**src/rtl/mem_port_arbiter.sv**
```systemverilog
// mem_port_arbiter: shares one SRAM-like memory port between the instruction
// and data requesters, holds a stalled request stable until it is accepted,
// and steers in-order responses back using a small ID FIFO.
module mem_port_arbiter #(
    parameter int unsigned DEPTH = 2,
    parameter int unsigned CNT_W = 2
) (
    input  logic        clk,
    input  logic        reset,
    input  logic        inst_req,
    input  logic [31:0] inst_addr,
    output logic        inst_addr_ok,
    output logic        inst_data_ok,
    output logic [31:0] inst_rdata,
    input  logic        data_req,
    input  logic        data_wr,
    input  logic [1:0]  data_size,
    input  logic [3:0]  data_wstrb,
    input  logic [31:0] data_addr,
    input  logic [31:0] data_wdata,
    output logic        data_addr_ok,
    output logic        data_data_ok,
    output logic [31:0] data_rdata,
    output logic        mem_req,
    output logic        mem_wr,
    output logic [1:0]  mem_size,
    output logic [3:0]  mem_wstrb,
    output logic [31:0] mem_addr,
    output logic [31:0] mem_wdata,
    input  logic        mem_addr_ok,
    input  logic        mem_data_ok,
    input  logic [31:0] mem_rdata
);

    localparam int unsigned PTR_W = (DEPTH > 1) ? $clog2(DEPTH) : 1;

    typedef enum logic {
        ID_INST = 1'b0,
        ID_DATA = 1'b1
    } req_id_e;

    logic             lock_valid_q, lock_valid_d;
    req_id_e          lock_id_q, lock_id_d;
    req_id_e          fifo_q [DEPTH];
    req_id_e          fifo_d [DEPTH];
    logic [PTR_W-1:0] rd_ptr_q, rd_ptr_d;
    logic [PTR_W-1:0] wr_ptr_q, wr_ptr_d;
    logic [CNT_W-1:0] cnt_q, cnt_d;

    req_id_e grant;
    req_id_e head;
    logic    full;
    logic    push;
    logic    pop;

    function automatic logic [PTR_W-1:0] ptr_inc(input logic [PTR_W-1:0] p);
        return (p == PTR_W'(DEPTH - 1)) ? '0 : p + PTR_W'(1);
    endfunction

    // Grant selection, downstream request mux and zero-latency handshakes
    always_comb begin
        full    = (cnt_q == CNT_W'(DEPTH));
        grant   = lock_valid_q ? lock_id_q : (data_req ? ID_DATA : ID_INST);
        mem_req = ~reset & ~full & (lock_valid_q | inst_req | data_req);
        push    = mem_req & mem_addr_ok;
        pop     = ~reset & mem_data_ok & (cnt_q != '0);
        head    = fifo_q[rd_ptr_q];

        if (grant == ID_DATA) begin
            mem_wr    = data_wr;
            mem_size  = data_size;
            mem_wstrb = data_wstrb;
            mem_addr  = data_addr;
            mem_wdata = data_wdata;
        end else begin
            mem_wr    = 1'b0;
            mem_size  = 2'd2;
            mem_wstrb = 4'b0000;
            mem_addr  = inst_addr;
            mem_wdata = 32'h0;
        end

        inst_addr_ok = push & (grant == ID_INST);
        data_addr_ok = push & (grant == ID_DATA);
        inst_data_ok = pop & (head == ID_INST);
        data_data_ok = pop & (head == ID_DATA);
        inst_rdata   = mem_rdata;
        data_rdata   = mem_rdata;
    end

    // Next-state for lock, ID FIFO pointers/contents and outstanding count
    always_comb begin
        lock_valid_d = lock_valid_q;
        lock_id_d    = lock_id_q;
        fifo_d       = fifo_q;
        rd_ptr_d     = rd_ptr_q;
        wr_ptr_d     = wr_ptr_q;
        cnt_d        = cnt_q;

        if (push) begin
            lock_valid_d     = 1'b0;
            fifo_d[wr_ptr_q] = grant;
            wr_ptr_d         = ptr_inc(wr_ptr_q);
        end else if (mem_req) begin
            lock_valid_d = 1'b1;
            lock_id_d    = grant;
        end

        if (pop) begin
            rd_ptr_d = ptr_inc(rd_ptr_q);
        end

        case ({push, pop})
            2'b10:   cnt_d = cnt_q + CNT_W'(1);
            2'b01:   cnt_d = cnt_q - CNT_W'(1);
            default: cnt_d = cnt_q;
        endcase
    end

    // Control state registers with synchronous reset
    always_ff @(posedge clk) begin
        if (reset) begin
            lock_valid_q <= 1'b0;
            lock_id_q    <= ID_INST;
            rd_ptr_q     <= '0;
            wr_ptr_q     <= '0;
            cnt_q        <= '0;
        end else begin
            lock_valid_q <= lock_valid_d;
            lock_id_q    <= lock_id_d;
            rd_ptr_q     <= rd_ptr_d;
            wr_ptr_q     <= wr_ptr_d;
            cnt_q        <= cnt_d;
        end
    end

    // ID FIFO storage; entries are only read when the count says they are live
    always_ff @(posedge clk) begin
        fifo_q <= fifo_d;
    end

endmodule

```
**config.mk**
```make
export PLATFORM = sky130hd
export DESIGN_NAME = mem_port_arbiter
export DESIGN_NICKNAME = d
export VERILOG_FILES = /design/src/rtl/mem_port_arbiter.sv
export SDC_FILE = /design/constraint.sdc
export NUM_CORES = 1
export LEC_CHECK = 0
export CORE_AREA = 2 2 108 110
export CTS_BUF_LIST = sky130_fd_sc_hd__clkbuf_4 sky130_fd_sc_hd__clkbuf_8
export CTS_CLUSTER_DIAMETER = 30
export DETAILED_ROUTE_END_ITERATION = 6
export DIE_AREA = 0 0 110 112
export DONT_BUFFER_PORTS = 1
export GPL_ROUTABILITY_DRIVEN = 0
export PLACE_DENSITY = 0.36
export SLEW_MARGIN = 20
export SYNTH_ARGS = -nofsm -noshare
export SYNTH_HDL_FRONTEND = slang
export SYNTH_SLANG_ARGS = --single-unit
```
**constraint.sdc**
```tcl
create_clock -name clk -period 2 [get_ports clk]
set_input_delay 0.2 -clock clk [delete_from_list [all_inputs] [get_ports clk]]
set_output_delay 0.2 -clock clk [all_outputs]
set_load 0.02 [all_outputs]
```
==> impl_metrics.env, run 1 <==
export IMPL_start_util=0.1358
export IMPL_cp_arrival_ps=2060
export IMPL_dp_hpwl_um=5071
export IMPL_clockBufferDepth=2
export IMPL_synthCells=251
export IMPL_synth_avg_cell_area_um2=6.047
export IMPL_rsz0062_at_grt="false"
export IMPL_die_w_um=110
export IMPL_cts_sinks=8
export IMPL_worst_skew_pair_late_latency_ps=230
export IMPL_holdBufCountCts=0
export IMPL_min_path_type="in2reg"
export IMPL_firstDrtPassIters=4
export IMPL_overflow=0
export IMPL_final_setup_tns_ps=0
export IMPL_drtAntennaViolNets=0
export IMPL_num_vias=1264
export IMPL_cts_tree="done"
export IMPL_start_kind="register"
export IMPL_synthesis_nets=393
export IMPL_drt_iter0_drc=42
export IMPL_core_area_mm2=0.01117
export IMPL_wl_per_cell_um=17.00
export IMPL_yosysSeqAreaShare=0.1187
export IMPL_slew_viol_final=0
export IMPL_maxSlewHeadroom=0.7506
export IMPL_fin_nets=338
export IMPL_drc=0
export IMPL_cts_resized=0
export IMPL_grtUsageTotal=0.08508
export IMPL_worst_r2r_path_depth=5
export IMPL_post_route_period_util=0.9507
export IMPL_portBuffers=0
export IMPL_yosysMostFrequentCell="nand2_1"
export IMPL_layout_min_cycle_time_ps=1901
export IMPL_synth_seq_cells=8
export IMPL_synth_edf_count=2
export IMPL_syn_area_mm2=0.001518
export IMPL_power_static_leakage_nw=0.6492
export IMPL_cts_setup_buffers=0
export IMPL_worst_pin_slew_ps=372.7
export IMPL_final_layout_size_suffix_gt1_frac=0.1128
export IMPL_grt_max_degree=42
export IMPL_hold_viol_final=0
export IMPL_clkTransAtPathRegs_ps=50
export IMPL_critPathTopFamily="simple AND/OR/NAND/NOR gates"
export IMPL_critPathKind="reg2reg"
export IMPL_cp_max_fo=4
export IMPL_grt_pass1_vias=1193
export IMPL_h_tree_depth=1
export IMPL_required_ps=2160
export IMPL_synthTopCellsByCount="97 x nand2_1, 64 x buf_4, 39 x and2_1"
export IMPL_root_buffer="clkbuf_8"
export IMPL_vias_per_cell=3.729
export IMPL_wl_um=5764
export IMPL_setup_viol_count_final=0
export IMPL_grt_pass1_wl_um=7603
export IMPL_path_cells="nor2b_1 > or4b_1 > ha_1 > or3_1 > a21oi_1"
export IMPL_crit_buf_inv=0
export IMPL_stdcell_area_mm2=0.001351
export IMPL_antenna_found_initial=2
export IMPL_dieArea_mm2=0.01232
export IMPL_max_cap_violations=0
export IMPL_synthFlopType="dfxtp_1"
export IMPL_hold_slack_ps=37.48
export IMPL_fmax_mhz=525.9
export IMPL_hold_depth=1
export IMPL_synth_top_cell_area_share=0.3166
export IMPL_synth_largest_area_cell="buf_4"
export IMPL_placement_cell_area_mm2=0.001300
export IMPL_endpoint_kind="register"
export IMPL_crit_cells=5
export IMPL_ys_types=24
export IMPL_finalClockSkew_ps=4.262
export IMPL_fp_row_count=39
export IMPL_die_y_um=112
export IMPL_critPathSlowestCell="or4b_1"
export IMPL_area_growth_syn_to_layout_pct=-10.96
export IMPL_async_reset_ff_frac=0
export IMPL_ys_top_cells_by_area="buf_4 32%, nand2_1 24%, and2_1 16%"
export IMPL_boundaryPins=281
export IMPL_yosysWarnings=0
export IMPL_power_w=0.0008091
export IMPL_cts_inserted_buffers=3
export IMPL_crit_path_max_incr_delay_ps=500
export IMPL_p_per_area_mw_per_mm2=598.8
export IMPL_ir_drop_mv=0.1598
export IMPL_outcome="finished, final reports clean"
-- per-layer routing --
metal  wire length [µm]  vias up  share of wire  track usage
li1                   -      587              -            -
met4                222        2          0.039      0.04135
met2               2628      123           0.46       0.1333
met5                 16        -         0.0028            0
met1               1905      522           0.33      0.08805
met3                991       30           0.17      0.05328
-- kinds of logic after synthesis --
group | share of synthesized area
compound gates | 0.01814
xor+xnor | 0.01732
fa+ha+maj | 0.008243
buf+inv | 0.3487
flops | 0.1187
mux | 0.02226
simple gates | 0.4666
-- final cells by class --
class                           instances  area [µm²]
Clock buffer                            4       48.80
Antenna cell                            1       2.502
Fill cell                            1309        9823
Sequential cell                         8       180.2
Inverter                                1       3.754
Multi-Input combinational cell        166       817.0
Timing Repair Buffer                   16       120.1
Tap cell                              143       178.9
-- cell usage in the layout (no fill, tap or decap), types with 2 or more instances in the layout --
cell / instances
xor2_1: 2
dfxtp_1: 6
clkbuf_8: 3
a21oi_1: 2
nor2b_1: 2
edfxtp_1: 2
o21ai_0: 2
nor2_1: 6
buf_4: 16
nand2_1: 97
mux2i_1: 2
and2_1: 39
nor3_1: 2
nand2b_1: 3
-- state kept, by name, summed over array words and instances, names as in the netlist --
name	count
fifo_q	2
lock_valid_q	1
cnt_q	2
lock_id_q	1
wr_ptr_q	1
rd_ptr_q	1
-- where the power goes --
part | leakage [nW] | switching [W] | total (W) | internal, W
clock network | 0.0262 | 0.0000684 | 0.000221 | 0.000152
registers | 0.0676 | 0.0000118 | 0.000193 | 0.000181
logic | 0.555 | 0.000293 | 0.000395 | 0.000103
-- worst paths after layout --
| path | start | endpoint | slack, ps |
|---|---|---|---|
| worst min register to register | wr_ptr_q$_SDFFE_PP0N_ | wr_ptr_q$_SDFFE_PP0N_ | 480 |
| worst max-delay path | cnt_q[0]$_SDFFE_PP0P_ | cnt_q[1]$_SDFFE_PP0P_ | 100 |
| worst min-delay path | reset | lock_valid_q$_SDFFE_PP0N_ | 40 |
| worst max register to register | cnt_q[0]$_SDFFE_PP0P_ | cnt_q[1]$_SDFFE_PP0P_ | 100 |
-- through the flow --
step	setup WS, ps	utilization	instances
detailed placement	94.93	0.1163	334
global placement	135.3	0.1163	334
global route	7.577	0.1209	339
floorplan	67.99	-	251
CTS	88.62	0.1207	338
finish	98.67	0.1209	339
Note: power is estimated with default switching activity, not from simulation.
==> inputs of run 2 (changes only) <==
--- a/config.mk
+++ b/config.mk
@@ -5,6 +5,8 @@
 export SDC_FILE = /design/constraint.sdc
 export NUM_CORES = 1
 export LEC_CHECK = 0
+export CELL_PAD_IN_SITES_DETAIL_PLACEMENT = 0
+export CELL_PAD_IN_SITES_GLOBAL_PLACEMENT = 1
 export CORE_AREA = 2 2 108 110
 export CTS_BUF_LIST = sky130_fd_sc_hd__clkbuf_4 sky130_fd_sc_hd__clkbuf_8
 export CTS_CLUSTER_DIAMETER = 30
@@ -12,7 +14,7 @@
 export DIE_AREA = 0 0 110 112
 export DONT_BUFFER_PORTS = 1
 export GPL_ROUTABILITY_DRIVEN = 0
-export PLACE_DENSITY = 0.36
+export PLACE_DENSITY = 0.49
 export SLEW_MARGIN = 20
 export SYNTH_ARGS = -nofsm -noshare
 export SYNTH_HDL_FRONTEND = slang
==> run 2 against run 1 <==
Against the previous run:
- via count is 1.3% higher
- first-iteration DRC count is 4.8% lower
- flip-flop and latch count stayed put
- die area stayed put
- non-clock buffer count is 1 higher
- worst setup slack better by 38 ps
- critical endpoint unchanged
- clock power hardly changed
==> impl_metrics.env, run 2 (synthesized netlist as in run 1, its figures left out) <==
export IMPL_cts_inserted_buffers=3
export IMPL_wl_per_cell_um=15.24
export IMPL_worst_pin_slew_ps=730.3
export IMPL_clockBufferDepth=2
export IMPL_drc=0
export IMPL_final_layout_size_suffix_gt1_frac=0.1327
export IMPL_fp_row_count=39
export IMPL_clkTransAtPathRegs_ps=40
export IMPL_most_common_layout_cells="97 x nand2_1, 39 x and2_1, 15 x buf_4"
export IMPL_max_cap_violations=0
export IMPL_ir_drop_mv=0.1541
export IMPL_worst_skew_pair_late_latency_ps=230
export IMPL_post_route_period_util=0.9318
export IMPL_portBuffers=0
export IMPL_drtAntennaViolNets=0
export IMPL_min_path_type="in2reg"
export IMPL_layout_min_cycle_time_ps=1864
export IMPL_fin_cells=340
export IMPL_setup_viol_count_final=0
export IMPL_power_static_leakage_nw=0.6648
export IMPL_dp_hpwl_um=4477
export IMPL_antenna_found_initial=1
export IMPL_grtUsageTotal=0.07244
export IMPL_cp_arrival_ps=2020
export IMPL_firstDrtPassIters=4
export IMPL_grt_pass1_wl_um=6444
export IMPL_utilization=0.1255
export IMPL_boundaryPins=281
export IMPL_p_per_area_mw_per_mm2=590.0
export IMPL_num_vias=1280
export IMPL_finalClockSkew_ps=0.9402
export IMPL_cts_tree="done"
export IMPL_root_buffer="clkbuf_8"
export IMPL_drt_iter0_drc=40
export IMPL_final_setup_tns_ps=0
export IMPL_overflow=0
export IMPL_grt_max_degree=42
export IMPL_die_w_um=110
export IMPL_start_kind="register"
export IMPL_cp_max_fo=4
export IMPL_outcome="finished, final reports clean"
export IMPL_slew_viol_final=0
export IMPL_start_util=0.1358
export IMPL_wl_um=5183
export IMPL_vias_per_cell=3.765
export IMPL_dp_cells=335
export IMPL_cts_setup_buffers=0
export IMPL_mostFrequentLayoutCell="nand2_1"
export IMPL_fin_nets=339
export IMPL_grt_pass1_vias=1095
export IMPL_dieArea_mm2=0.01232
export IMPL_h_tree_depth=1
export IMPL_die_y_um=112
export IMPL_fmax_mhz=536.6
export IMPL_required_ps=2150
export IMPL_cts_sinks=8
export IMPL_nFillCells=1265
export IMPL_rsz0062_at_grt="false"
export IMPL_hold_viol_final=0
export IMPL_area_growth_syn_to_layout_pct=-7.584
export IMPL_critPathKind="reg2reg"
export IMPL_maxSlewHeadroom=0.5094
export IMPL_core_area_mm2=0.01117
export IMPL_reg_top3="cnt_q (2), fifo_q (2)"
export IMPL_holdBufCountCts=0
export IMPL_endpoint_kind="register"
[run 2: what timing repair did]
item / in CTS / in global routing
resized for setup: 0 / 3
endpoints found under the hold margin: 0 / 0
setup endpoints to repair: 0 / 2
[run 2: per-layer routing]
metal	part of all wire	wire length (µm)	up-vias	global-route usage
li1	-	-	590	-
met1	0.37	1895	543	0.08230
met2	0.46	2382	119	0.1133
met3	0.14	729	28	0.03337
met4	0.034	176	0	0.03544
met5	0	0	-	0
[run 2: area by class of cell]
type                       count  area (µm²)  share of cell area
sequential                     8       180.2              0.1285
tap                          143       178.9              0.1276
inverter                       1       3.754            0.002676
antenna                        1       2.502            0.001784
multi-input combinational    166       835.8              0.5959
timing repair buffer          17       152.6              0.1088
clock buffer                   4       48.80             0.03479
[run 2: worst max-delay path, stage by stage (launching register included)]
cell and delay, ps:
dfxtp_1 390, nor2b_1 110, or4b_4 520, ha_4 170, xnor2_1 120, or3_1 300
a21oi_1 170
[run 2: power breakdown]
group,internal (W),leakage [nW],switching [W]
Clock,0.000152,0.0262,0.0000686
Sequential,0.000181,0.0676,0.0000121
Combinational,0.000115,0.571,0.000298
[run 2: final timing paths]
| path | from | end | slack (ps) | cells past startpoint |
|---|---|---|---|---|
| setup / recovery | cnt_q[0]$_SDFFE_PP0P_ | cnt_q[1]$_SDFFE_PP0P_ | 140 | 6 |
| hold / removal | reset | lock_valid_q$_SDFFE_PP0N_ | 30 | 1 |
| setup reg to reg | cnt_q[0]$_SDFFE_PP0P_ | cnt_q[1]$_SDFFE_PP0P_ | 140 | 6 |
| hold reg to reg | wr_ptr_q$_SDFFE_PP0N_ | wr_ptr_q$_SDFFE_PP0N_ | 480 | 1 |
[run 2: metrics by stage]
stage,setup slack [ps],instance area (µm²),total power [W],hold slack (ps)
floorplan,67.99,1518,0.0007035,424.6
global placement,132.9,1333,0.0006051,271.5
detailed placement,62.96,1333,0.0006078,274.8
CTS,41.91,1381,0.0008335,29.52
global route,50.18,1403,0.0008822,25.56
finish,136.4,1403,0.0008275,34.81
